--- config.mk ---
export PLATFORM = sky130hd
export DESIGN_NAME = clock_freq_monitor_flat
export DESIGN_NICKNAME = d
export VERILOG_FILES = /design/src/rtl/clock_freq_monitor_if.sv /design/src/rtl/clock_freq_monitor.sv /design/src/flat_wrapper.sv
export SDC_FILE = /design/constraint.sdc
export NUM_CORES = 1
export LEC_CHECK = 0
export BUFFER_PORTS_ARGS = -buffer_cell sky130_fd_sc_hd__buf_2
export CORE_UTILIZATION = 57
export DETAILED_ROUTE_END_ITERATION = 6
export GPL_ROUTABILITY_DRIVEN = 0
export HOLD_SLACK_MARGIN = 0.03
export PLACE_DENSITY = 0.89
export SKIP_CTS_REPAIR_TIMING = 1
export SYNTH_ARGS = -nofsm -noshare
export SYNTH_HDL_FRONTEND = slang
export SYNTH_SLANG_ARGS = --single-unit
--- constraint.sdc ---
create_clock -name clk -period 3.84 [get_ports clk]
set_input_delay 1.152 -clock clk [delete_from_list [all_inputs] [get_ports clk]]
set_output_delay 1.152 -clock clk [all_outputs]
set_load 0.01 [all_outputs]
--- src/rtl/clock_freq_monitor_if.sv ---
// -----------------------------------------------------------------------------
// clock_freq_monitor_if
// Control and result bundle of the clock frequency monitor.
//   en          : measurement enable (clk domain)
//   limit_min   : inclusive lower bound of the accepted count window
//   limit_max   : inclusive upper bound of the accepted count window
//   count_out   : edge count of the last reported gate window
//   count_valid : one-cycle pulse when count_out/in_range/stopped update
//   in_range    : last reported count was within [limit_min, limit_max]
//   stopped     : last reported window contained no edges
//   locked      : enough consecutive in-range windows have been seen
// master = controlling side (drives en and limits), slave = the monitor.
// -----------------------------------------------------------------------------
interface clock_freq_monitor_if #(
  parameter int COUNT_WIDTH = 24
);
  logic                   en;
  logic [COUNT_WIDTH-1:0] limit_min;
  logic [COUNT_WIDTH-1:0] limit_max;
  logic [COUNT_WIDTH-1:0] count_out;
  logic                   count_valid;
  logic                   in_range;
  logic                   stopped;
  logic                   locked;

  modport master (
    output en,
    output limit_min,
    output limit_max,
    input  count_out,
    input  count_valid,
    input  in_range,
    input  stopped,
    input  locked
  );

  modport slave (
    input  en,
    input  limit_min,
    input  limit_max,
    output count_out,
    output count_valid,
    output in_range,
    output stopped,
    output locked
  );
endinterface

--- src/rtl/clock_freq_monitor.sv ---
// -----------------------------------------------------------------------------
// clock_freq_monitor
// Measures the frequency of a returned clock using clk as the timebase. An
// external prescaler in the measured domain flips meas_toggle once every N
// measured cycles; this block synchronizes that toggle, counts its edges over
// a fixed gate window of GATE_CYCLES clk cycles and reports the count together
// with in-range, stopped and locked status.
// Ports:
//   clk          : system clock / timebase
//   rst_n        : asynchronous active-low reset
//   meas_toggle  : asynchronous toggle from the measured-domain prescaler
//   mon          : control/result bundle (slave side), see clock_freq_monitor_if
// Operation: after enable, one priming window is measured and discarded, then
// windows run back to back and each one is reported with a single-cycle
// count_valid pulse one cycle after its final gate cycle.
// -----------------------------------------------------------------------------
module clock_freq_monitor #(
  parameter int GATE_CYCLES  = 156250,
  parameter int COUNT_WIDTH  = 24,
  parameter int LOCK_WINDOWS = 4,
  parameter int SYNC_STAGES  = 2
) (
  input  logic                  clk,
  input  logic                  rst_n,
  input  logic                  meas_toggle,
  clock_freq_monitor_if.slave   mon
);

  localparam int                     GATE_W      = $clog2(GATE_CYCLES);
  localparam logic [GATE_W-1:0]      GATE_LAST   = GATE_W'(GATE_CYCLES - 1);
  localparam logic [GATE_W-1:0]      GATE_ONE    = GATE_W'(1'b1);
  localparam logic [GATE_W-1:0]      GATE_ZERO   = {GATE_W{1'b0}};
  localparam int                     LOCK_W      = $clog2(LOCK_WINDOWS + 1);
  localparam logic [LOCK_W-1:0]      LOCK_TARGET = LOCK_W'(LOCK_WINDOWS);
  localparam logic [LOCK_W-1:0]      LOCK_ONE    = LOCK_W'(1'b1);
  localparam logic [LOCK_W-1:0]      LOCK_ZERO   = {LOCK_W{1'b0}};
  localparam logic [COUNT_WIDTH-1:0] COUNT_MAX   = {COUNT_WIDTH{1'b1}};
  localparam logic [COUNT_WIDTH-1:0] COUNT_ONE   = COUNT_WIDTH'(1'b1);
  localparam logic [COUNT_WIDTH-1:0] COUNT_ZERO  = {COUNT_WIDTH{1'b0}};

  typedef enum logic [1:0] {
    ST_IDLE    = 2'd0,
    ST_PRIME   = 2'd1,
    ST_MEASURE = 2'd2
  } state_e;

  // Saturating increment: the edge counter must stick at all-ones, never wrap.
  function automatic logic [COUNT_WIDTH-1:0] sat_inc(
    input logic [COUNT_WIDTH-1:0] value,
    input logic                   inc
  );
    logic [COUNT_WIDTH-1:0] result;
    if (inc && (value != COUNT_MAX)) begin
      result = value + COUNT_ONE;
    end else begin
      result = value;
    end
    return result;
  endfunction

  state_e                 state_q,       state_d;
  logic [SYNC_STAGES-1:0] sync_q,        sync_d;
  logic                   sync_prev_q,   sync_prev_d;
  logic [GATE_W-1:0]      gate_q,        gate_d;
  logic [COUNT_WIDTH-1:0] edge_cnt_q,    edge_cnt_d;
  logic [LOCK_W-1:0]      lock_cnt_q,    lock_cnt_d;
  logic [COUNT_WIDTH-1:0] count_out_q,   count_out_d;
  logic                   count_valid_q, count_valid_d;
  logic                   in_range_q,    in_range_d;
  logic                   stopped_q,     stopped_d;
  logic                   locked_q,      locked_d;

  logic                   edge_s;
  logic                   last_cycle_s;
  logic                   in_range_s;
  logic [COUNT_WIDTH-1:0] count_next_s;

  // Next-state logic: synchronizer shift, gate/edge counters, FSM and report.
  always_comb begin
    // Synchronizer and edge detect run regardless of enable.
    sync_d       = {sync_q[SYNC_STAGES-2:0], meas_toggle};
    sync_prev_d  = sync_q[SYNC_STAGES-1];
    edge_s       = sync_q[SYNC_STAGES-1] ^ sync_prev_q;

    // Count including this cycle's edge, so an edge in the final gate cycle
    // lands in the window that is ending.
    count_next_s = sat_inc(edge_cnt_q, edge_s);
    last_cycle_s = (gate_q == GATE_LAST);
    // Reversed limits make this false for every count, as intended.
    in_range_s   = (count_next_s >= mon.limit_min) && (count_next_s <= mon.limit_max);

    state_d       = state_q;
    gate_d        = gate_q;
    edge_cnt_d    = edge_cnt_q;
    lock_cnt_d    = lock_cnt_q;
    count_out_d   = count_out_q;
    count_valid_d = 1'b0;
    in_range_d    = in_range_q;
    stopped_d     = stopped_q;
    locked_d      = locked_q;

    if (!mon.en) begin
      // Abort: drop everything except the last reported count.
      state_d    = ST_IDLE;
      gate_d     = GATE_ZERO;
      edge_cnt_d = COUNT_ZERO;
      lock_cnt_d = LOCK_ZERO;
      in_range_d = 1'b0;
      stopped_d  = 1'b0;
      locked_d   = 1'b0;
    end else begin
      // The enabling cycle already counts as gate cycle 0 of the priming
      // window (gate and edge counters are zero in IDLE).
      if (last_cycle_s) begin
        gate_d     = GATE_ZERO;
        edge_cnt_d = COUNT_ZERO;
      end else begin
        gate_d     = gate_q + GATE_ONE;
        edge_cnt_d = count_next_s;
      end

      case (state_q)
        ST_IDLE: begin
          state_d = ST_PRIME;
        end
        ST_PRIME: begin
          // Priming result is discarded; it swallows any spurious edge
          // produced by the toggle source starting up.
          if (last_cycle_s) begin
            state_d = ST_MEASURE;
          end else begin
            state_d = ST_PRIME;
          end
        end
        ST_MEASURE: begin
          state_d = ST_MEASURE;
          if (last_cycle_s) begin
            count_out_d   = count_next_s;
            count_valid_d = 1'b1;
            stopped_d     = (count_next_s == COUNT_ZERO);
            in_range_d    = in_range_s;
            if (in_range_s) begin
              lock_cnt_d = (lock_cnt_q == LOCK_TARGET) ? lock_cnt_q : (lock_cnt_q + LOCK_ONE);
              locked_d   = (lock_cnt_d == LOCK_TARGET);
            end else begin
              lock_cnt_d = LOCK_ZERO;
              locked_d   = 1'b0;
            end
          end else begin
            count_valid_d = 1'b0;
          end
        end
        default: begin
          state_d    = ST_IDLE;
          gate_d     = GATE_ZERO;
          edge_cnt_d = COUNT_ZERO;
        end
      endcase
    end
  end

  // State registers, including the FSM state and all registered outputs.
  always_ff @(posedge clk or negedge rst_n) begin
    if (!rst_n) begin
      state_q       <= ST_IDLE;
      sync_q        <= {SYNC_STAGES{1'b0}};
      sync_prev_q   <= 1'b0;
      gate_q        <= GATE_ZERO;
      edge_cnt_q    <= COUNT_ZERO;
      lock_cnt_q    <= LOCK_ZERO;
      count_out_q   <= COUNT_ZERO;
      count_valid_q <= 1'b0;
      in_range_q    <= 1'b0;
      stopped_q     <= 1'b0;
      locked_q      <= 1'b0;
    end else begin
      state_q       <= state_d;
      sync_q        <= sync_d;
      sync_prev_q   <= sync_prev_d;
      gate_q        <= gate_d;
      edge_cnt_q    <= edge_cnt_d;
      lock_cnt_q    <= lock_cnt_d;
      count_out_q   <= count_out_d;
      count_valid_q <= count_valid_d;
      in_range_q    <= in_range_d;
      stopped_q     <= stopped_d;
      locked_q      <= locked_d;
    end
  end

  assign mon.count_out   = count_out_q;
  assign mon.count_valid = count_valid_q;
  assign mon.in_range    = in_range_q;
  assign mon.stopped     = stopped_q;
  assign mon.locked      = locked_q;

endmodule

--- src/flat_wrapper.sv ---
// flat-port wrapper written by rule: the top's interface ports become plain ports
module clock_freq_monitor_flat 
#(
  parameter int GATE_CYCLES  = 156250,
  parameter int COUNT_WIDTH  = 24,
  parameter int LOCK_WINDOWS = 4,
  parameter int SYNC_STAGES  = 2
)
  (clk, rst_n, meas_toggle, mon_en, mon_limit_min, mon_limit_max, mon_count_out, mon_count_valid, mon_in_range, mon_stopped, mon_locked);
  clock_freq_monitor_if #(.COUNT_WIDTH(COUNT_WIDTH)) mon_i ();
  input  logic clk;
  input  logic rst_n;
  input  logic meas_toggle;
  input wire logic [$bits(mon_i.en)-1:0] mon_en;
  input wire logic [$bits(mon_i.limit_min)-1:0] mon_limit_min;
  input wire logic [$bits(mon_i.limit_max)-1:0] mon_limit_max;
  output wire logic [$bits(mon_i.count_out)-1:0] mon_count_out;
  output wire logic [$bits(mon_i.count_valid)-1:0] mon_count_valid;
  output wire logic [$bits(mon_i.in_range)-1:0] mon_in_range;
  output wire logic [$bits(mon_i.stopped)-1:0] mon_stopped;
  output wire logic [$bits(mon_i.locked)-1:0] mon_locked;
  assign mon_i.en = mon_en;
  assign mon_i.limit_min = mon_limit_min;
  assign mon_i.limit_max = mon_limit_max;
  assign mon_count_out = mon_i.count_out;
  assign mon_count_valid = mon_i.count_valid;
  assign mon_in_range = mon_i.in_range;
  assign mon_stopped = mon_i.stopped;
  assign mon_locked = mon_i.locked;
  clock_freq_monitor #(.GATE_CYCLES(GATE_CYCLES), .COUNT_WIDTH(COUNT_WIDTH), .LOCK_WINDOWS(LOCK_WINDOWS), .SYNC_STAGES(SYNC_STAGES)) u_core (.clk(clk), .rst_n(rst_n), .meas_toggle(meas_toggle), .mon(mon_i));
endmodule
==> results.ini, run 1 <==
[clocking]
cts_tree=built
cts_root_buffer=clkbuf_8
cts_buffers=9
h-tree-depth=3
clock_latency_ps=360
clock_path_buffers=2
path_clk_slew_ps=80
clock-sinks=78

[grt]
antenna_found_initial=0
grt_max_degree=79
grt_overflow=0
grt_pass1_vias=4318
grt_usage=0.282
grt_pass1_wl_um=19400

[die]
design.core.area_um2=8260
fp.dieH_um=94.5
start_util=0.590
rows=33
io_pins=80
die-area_um2=8920
die_x_um=94.5

[logic_synthesis]
syn_nets=657
synth_area_um2=4870
yosys.area.top_type=dfrtp_1
yosys_warnings=0
synth.distinct_cells=51
avgSynthCellArea_um2=8.83
synth_flop_cell=dfrtp_1
synth_seq_cells=78
async_flop_share=1.00
postSynthCellCount=552
netlist.area_leader.share=0.401
synth.area.top_cells=dfrtp_1, ha_1, inv_1
ys_seq_area_frac=0.401
synth-edff-count=0

[sta]
fin_skew_ps=11.3
tightestPinTransition_ps=982
fmax_mhz=262
slew_viol_final=0
setup_viol=0
final.min_clock_period_ps=3820
final_hold_viol_count=0
relSlewSlack=0.345
finalCritPeriodShare=0.994

[power]
p_leak_uw=0.00330
ir_drop_mv=0.223
power_per_cell_area_nw_per_um2=290
total_power_uw=1700

[run]
max_cap_viol_count=0

[worst_setup_path]
path_cells=nand4_1 -> nor2_1 -> buf_4 -> a21boi_4 -> and3_4 -> xnor2_2 -> inv_1 -> ha_1 -> nand2_1 -> o21ai_0 -> a221oi_1 -> a21boi_0 -> o31ai_1 -> buf_4 -> nand4_1 -> a22oi_1
endpoint_kind=flip-flop
worst_setup_path_start_kind=flip-flop
r2r-start=u_core.edge_cnt_q[10]$_DFF_PN0_
worst-setup-path-type=reg2reg
timing.rr.end=u_core.lock_cnt_q[2]$_DFFE_PN0P_
crit_fanout=6
cp.required_ps=4110
r2r_slack_ps=20
cp_slowest_cell=dfrtp_1
reg2reg_depth=16
cpPeakStageDelay_ps=490
arrival_ps=4090

[run_status]
status=finished, final reports clean

[route]
vias=4401
vias_per_cell=5.77
first_pass_iters=4
avgRoutedWirePerCell_um=16.8
ant_nets=0
first_iter_violations=325
wirelength_um=12800
drc=0

[hold_path]
hold_class=reg2reg
holdPathEnd=u_core.sync_q[1]$_DFF_PN0_
hold_start=u_core.sync_q[0]$_DFF_PN0_
min_delay_path_depth=0

[cells_and_area]
final_common_cell=buf_2
antennaDiodeCount=0
layoutNonFillerInstCount=763
syn2layout_area_growth_pct=20.3
drive_above_1_share=0.214
mostFrequentLayoutCells=buf_2, dfrtp_1, inv_1, nor2_1, nand2_1
nets=758

[placed_design]
hpwl_um=8530
numPortBuffers=79
placed_cells=738

[how the worst max path moves through the flow]
| stage | from | endpoint |
|---|---|---|
| after floorplan | u_core.edge_cnt_q[0]$_DFF_PN0_ | u_core.lock_cnt_q[2]$_DFFE_PN0P_ |
| after global placement | u_core.edge_cnt_q[0]$_DFF_PN0_ | u_core.lock_cnt_q[2]$_DFFE_PN0P_ |
| after detailed placement | u_core.edge_cnt_q[0]$_DFF_PN0_ | u_core.lock_cnt_q[2]$_DFFE_PN0P_ |
| after CTS | u_core.edge_cnt_q[0]$_DFF_PN0_ | u_core.lock_cnt_q[2]$_DFFE_PN0P_ |
| after global routing | u_core.edge_cnt_q[22]$_DFF_PN0_ | u_core.lock_cnt_q[2]$_DFFE_PN0P_ |
| final | u_core.edge_cnt_q[10]$_DFF_PN0_ | u_core.lock_cnt_q[2]$_DFFE_PN0P_ |
[state kept, by name (all words and copies together), names as in the netlist]
register                cells
u_core.state_q              2
u_core.mon.locked           1
u_core.mon.count_out       24
u_core.lock_cnt_q           3
u_core.mon.stopped          1
u_core.sync_q               2
u_core.mon.in_range         1
u_core.mon.count_valid      1
u_core.edge_cnt_q          24
u_core.gate_q              18
u_core.sync_prev_q          1
[metal layers]
layer,GRT usage,vias up,routed length [um]
met5,0,-,0
met4,0.116,0,461
met3,0.0443,54,805
met2,0.474,191,6450
met1,0.362,2099,5080
li1,-,2057,-
[metrics by stage]
stage / util / hold slack [ps] / cell area, um2 / TNS, ps / setup WS [ps]
2_1_floorplan: - / 331 / 4870 / 0 / 330
3_3_place_gp: 0.661 / 335 / 5460 / -170 / -103
3_5_place_dp: 0.661 / 340 / 5460 / -1050 / -328
4_1_cts: 0.688 / 355 / 5680 / -1220 / -352
5_1_grt: 0.710 / 361 / 5860 / -389 / -167
6_report: 0.710 / 358 / 5860 / 0 / 21.9
[critical path: cells and delay by family, from the launching register on]
kind / cells / cell delay (ps)
buffers and inverters: 3 / 540
adders and majority gates: 1 / 290
AOI/OAI and AO/OA: 6 / 1190
and+or+nand+nor: 5 / 970
DFF: 1 / 490
xor gates and xnor gates: 1 / 250
[cells in the mapped netlist, drive strengths merged, types with 2 or more instances]
library cell,number
dfrtp,78
inv,76
nor2,60
nand2,57
ha,53
o21ai,36
nand4,23
xnor2,21
a21oi,20
xor2,17
nand3,15
a21o,13
and3,13
clkbuf,10
nor3,10
nor2b,5
and2,4
a21boi,3
and4,3
o21a,3
a211oi,2
a221oi,2
a31oi,2
and3b,2
mux2i,2
nand3b,2
o2111ai,2
o211ai,2
or4,2
[cell families after synthesis]
family | count (synthesis) | synth area share
xor gates and xnor gates | 38 | 0.0683
DFF | 78 | 0.401
adders and majority gates | 53 | 0.136
buffers and inverters | 87 | 0.0678
AOI/OAI and AO/OA | 89 | 0.112
muxes | 3 | 0.00642
and+or+nand+nor | 204 | 0.209
[final cells by class]
class | instances | area, um2
inverter | 76 | 285
clock inverter | 5 | 82.6
timing repair buffer | 101 | 563
tap | 105 | 131
clock buffer | 11 | 141
fill | 566 | 2390
multi-input combinational | 387 | 2710
sequential | 78 | 1950
[report_power, final]
group / internal, uW / switching, uW
combinational: 72.7 / 94.8
sequential: 829 / 8.75
clock: 384 / 314
total: 1290 / 418
No activity file was read; power rests on OpenSTA's default activity.
==> run 2: changes to the inputs <==
Settings changed: CORE_MARGIN set to 3.
==> run 2 against run 1 <==
Via count down 2.0%. Clock skew is essentially flat. Register-to-register slack gained 70 ps. Count of clock-buffer cells in the layout is the same. Hold slack improved by 10 ps. Sequential cell count unchanged. Cell area is 1.2% lower. Sequential share of layout area rose by 0.41 points. Wire length down 3.5%. Fmax up 1.9%. Critical path depth unchanged. Power decreased by 7.3%. Largest cell class unchanged. Highest routed layer unchanged.
==> results.ini, run 2 (synthesis results as in run 1) <==
[clocking]
cts_root_buffer=clkbuf_8  ; unchanged
h-tree-depth=3  ; unchanged
clock-sinks=78  ; unchanged
clock_path_buffers=2  ; unchanged
clock_latency_ps=360  ; about the same
path_clk_slew_ps=90  ; was 80 ps
cts_buffers=9  ; unchanged
cts_tree=built  ; unchanged

[placed_design]
dp_slack_ps=-297  ; was -328 ps
hpwl_um=8640  ; was 8530 um
numPortBuffers=79  ; unchanged

[worst_setup_path]
endpoint=u_core.lock_cnt_q[2]$_DFFE_PN0P_  ; unchanged
worst_setup_path_start_kind=flip-flop  ; unchanged
crit_start=u_core.edge_cnt_q[1]$_DFF_PN0_  ; was u_core.edge_cnt_q[10]$_DFF_PN0_
cp.required_ps=4120  ; was 4110 ps
worst-setup-path-type=reg2reg  ; unchanged
r2r_slack_ps=90  ; was 20 ps
timing.rr.end=u_core.lock_cnt_q[2]$_DFFE_PN0P_  ; unchanged
endpoint_kind=flip-flop  ; unchanged
crit_fanout=7  ; was 6
arrival_ps=4030  ; was 4090 ps
reg2reg_depth=16  ; unchanged
r2r-start=u_core.edge_cnt_q[1]$_DFF_PN0_  ; was u_core.edge_cnt_q[10]$_DFF_PN0_

[hold_path]
hold_class=reg2reg  ; unchanged

[grt]
grt_max_degree=79  ; unchanged
antenna_found_initial=0  ; unchanged
grt_pass1_vias=4110  ; was 4,318
grt_usage=0.241  ; was 0.282
grt_overflow=0  ; unchanged
grt_pass1_wl_um=19000  ; was 19,400 um

[cells_and_area]
multi_input_area_um2=2690  ; was 2710 um2
syn2layout_area_growth_pct=18.9  ; was 20.3%
mostFrequentLayoutCells=buf_2, dfrtp_1, inv_1, nor2_1, nand2_1  ; unchanged
final_common_cell=buf_2  ; unchanged
seq_area_um2=1950  ; unchanged
antennaDiodeCount=0  ; unchanged
drive_above_1_share=0.214  ; about the same
n_fill_cell=607  ; was 566
nets=755  ; was 758

[sta]
fin_skew_ps=11.2  ; was 11.3 ps
relSlewSlack=0.351  ; was 0.345
whs_ps=368  ; was 358 ps
slew_viol_final=0  ; unchanged
setup_viol=0  ; unchanged
final.min_clock_period_ps=3750  ; was 3820 ps
tightestPinTransition_ps=973  ; was 982 ps
final_hold_viol_count=0  ; unchanged
fmax_mhz=267  ; was 262 MHz
fin_ws_ps=94.3  ; was 21.9 ps
finalCritPeriodShare=0.975  ; was 0.994

[route]
first_pass_iters=5  ; was 4
ant_nets=0  ; unchanged
avgRoutedWirePerCell_um=16.2  ; was 16.8 um
drc=0  ; unchanged
vias=4311  ; was 4,401
first_iter_violations=327  ; was 325
vias_per_cell=5.67  ; was 5.77
wirelength_um=12300  ; was 12,800 um

[power]
ir_drop_mv=0.229  ; was 0.223 mV
power_per_cell_area_nw_per_um2=273  ; was 290 nW/um2
p_leak_uw=0.00325  ; was 0.00330 uW

[die]
start_util=0.590  ; unchanged
rows=33  ; unchanged
design.core.area_um2=8260  ; unchanged
io_pins=80  ; unchanged
fp.dieH_um=98.5  ; was 94.5 um
die-area_um2=9700  ; was 8920 um2
die_x_um=98.5  ; was 94.5 um

[run]
max_cap_viol_count=0  ; unchanged

[run_status]
status=finished, final reports clean  ; unchanged

-- run 2: worst min-delay path by stage --
stage / end / from / slack [ps] / cells after the start
floorplan: u_core.sync_q[1]$_DFF_PN0_ / u_core.sync_q[0]$_DFF_PN0_ / 330 / 0
global placement: u_core.sync_q[1]$_DFF_PN0_ / u_core.sync_q[0]$_DFF_PN0_ / 330 / 0
detailed placement: u_core.sync_q[1]$_DFF_PN0_ / u_core.sync_q[0]$_DFF_PN0_ / 340 / 0
CTS: u_core.sync_q[1]$_DFF_PN0_ / u_core.sync_q[0]$_DFF_PN0_ / 360 / 0
global route: u_core.sync_q[1]$_DFF_PN0_ / u_core.sync_q[0]$_DFF_PN0_ / 380 / 0
finish: u_core.sync_q[1]$_DFF_PN0_ / u_core.sync_q[0]$_DFF_PN0_ / 370 / 0
-- run 2: cell type report --
| class | count | area share |
|---|---|---|
| clock buffer | 11 | 0.0244 |
| clock inverter | 5 | 0.00605 |
| inverter | 76 | 0.0492 |
| multi-input combinational | 387 | 0.465 |
| sequential | 78 | 0.337 |
| tap | 105 | 0.0227 |
| timing repair buffer | 98 | 0.0955 |
-- run 2: per-stage QoR --
| step | utilization | setup TNS [ps] | total power (uW) | instances | instance area (um2) |
|---|---|---|---|---|---|
| finish | 0.702 | 0 | 1580 | 760 | 5790 |
| global route | 0.702 | -290 | 1640 | 760 | 5790 |
| CTS | 0.683 | -1280 | 1560 | 754 | 5640 |
| detailed placement | 0.662 | -1110 | 1000 | 738 | 5470 |
| global placement | 0.662 | -206 | 993 | 738 | 5470 |
| floorplan | - | 0 | 930 | 552 | 4870 |
-- run 2: report_power, final --
group,switching (uW),internal [uW],leakage [uW]
combinational,92.9,75.0,0.00208
sequential,10.4,829,0.00108
clock,320,253,0.0000893
total,423,1160,0.00325
-- run 2: worst max-delay path, cell delays in order (launching register included) --
cell	delay (ps)
dfrtp_1	440
ha_2	260
nand4_4	120
nor3_4	360
a211oi_4	170
and3_1	210
xnor2_1	240
inv_1	140
ha_1	310
nand4_1	150
inv_1	60
a221oi_1	280
a21boi_0	180
o31ai_2	250
buf_4	190
nand4_1	100
a22oi_1	200
-- run 2: layer usage --
layer  GRT usage  vias to the layer above  part of all wire
li1            -                     2055                 -
met1       0.322                     2041              0.42
met2       0.398                      174              0.50
met3      0.0340                       41             0.050
met4      0.0935                        0             0.027
met5           0                        -                 0
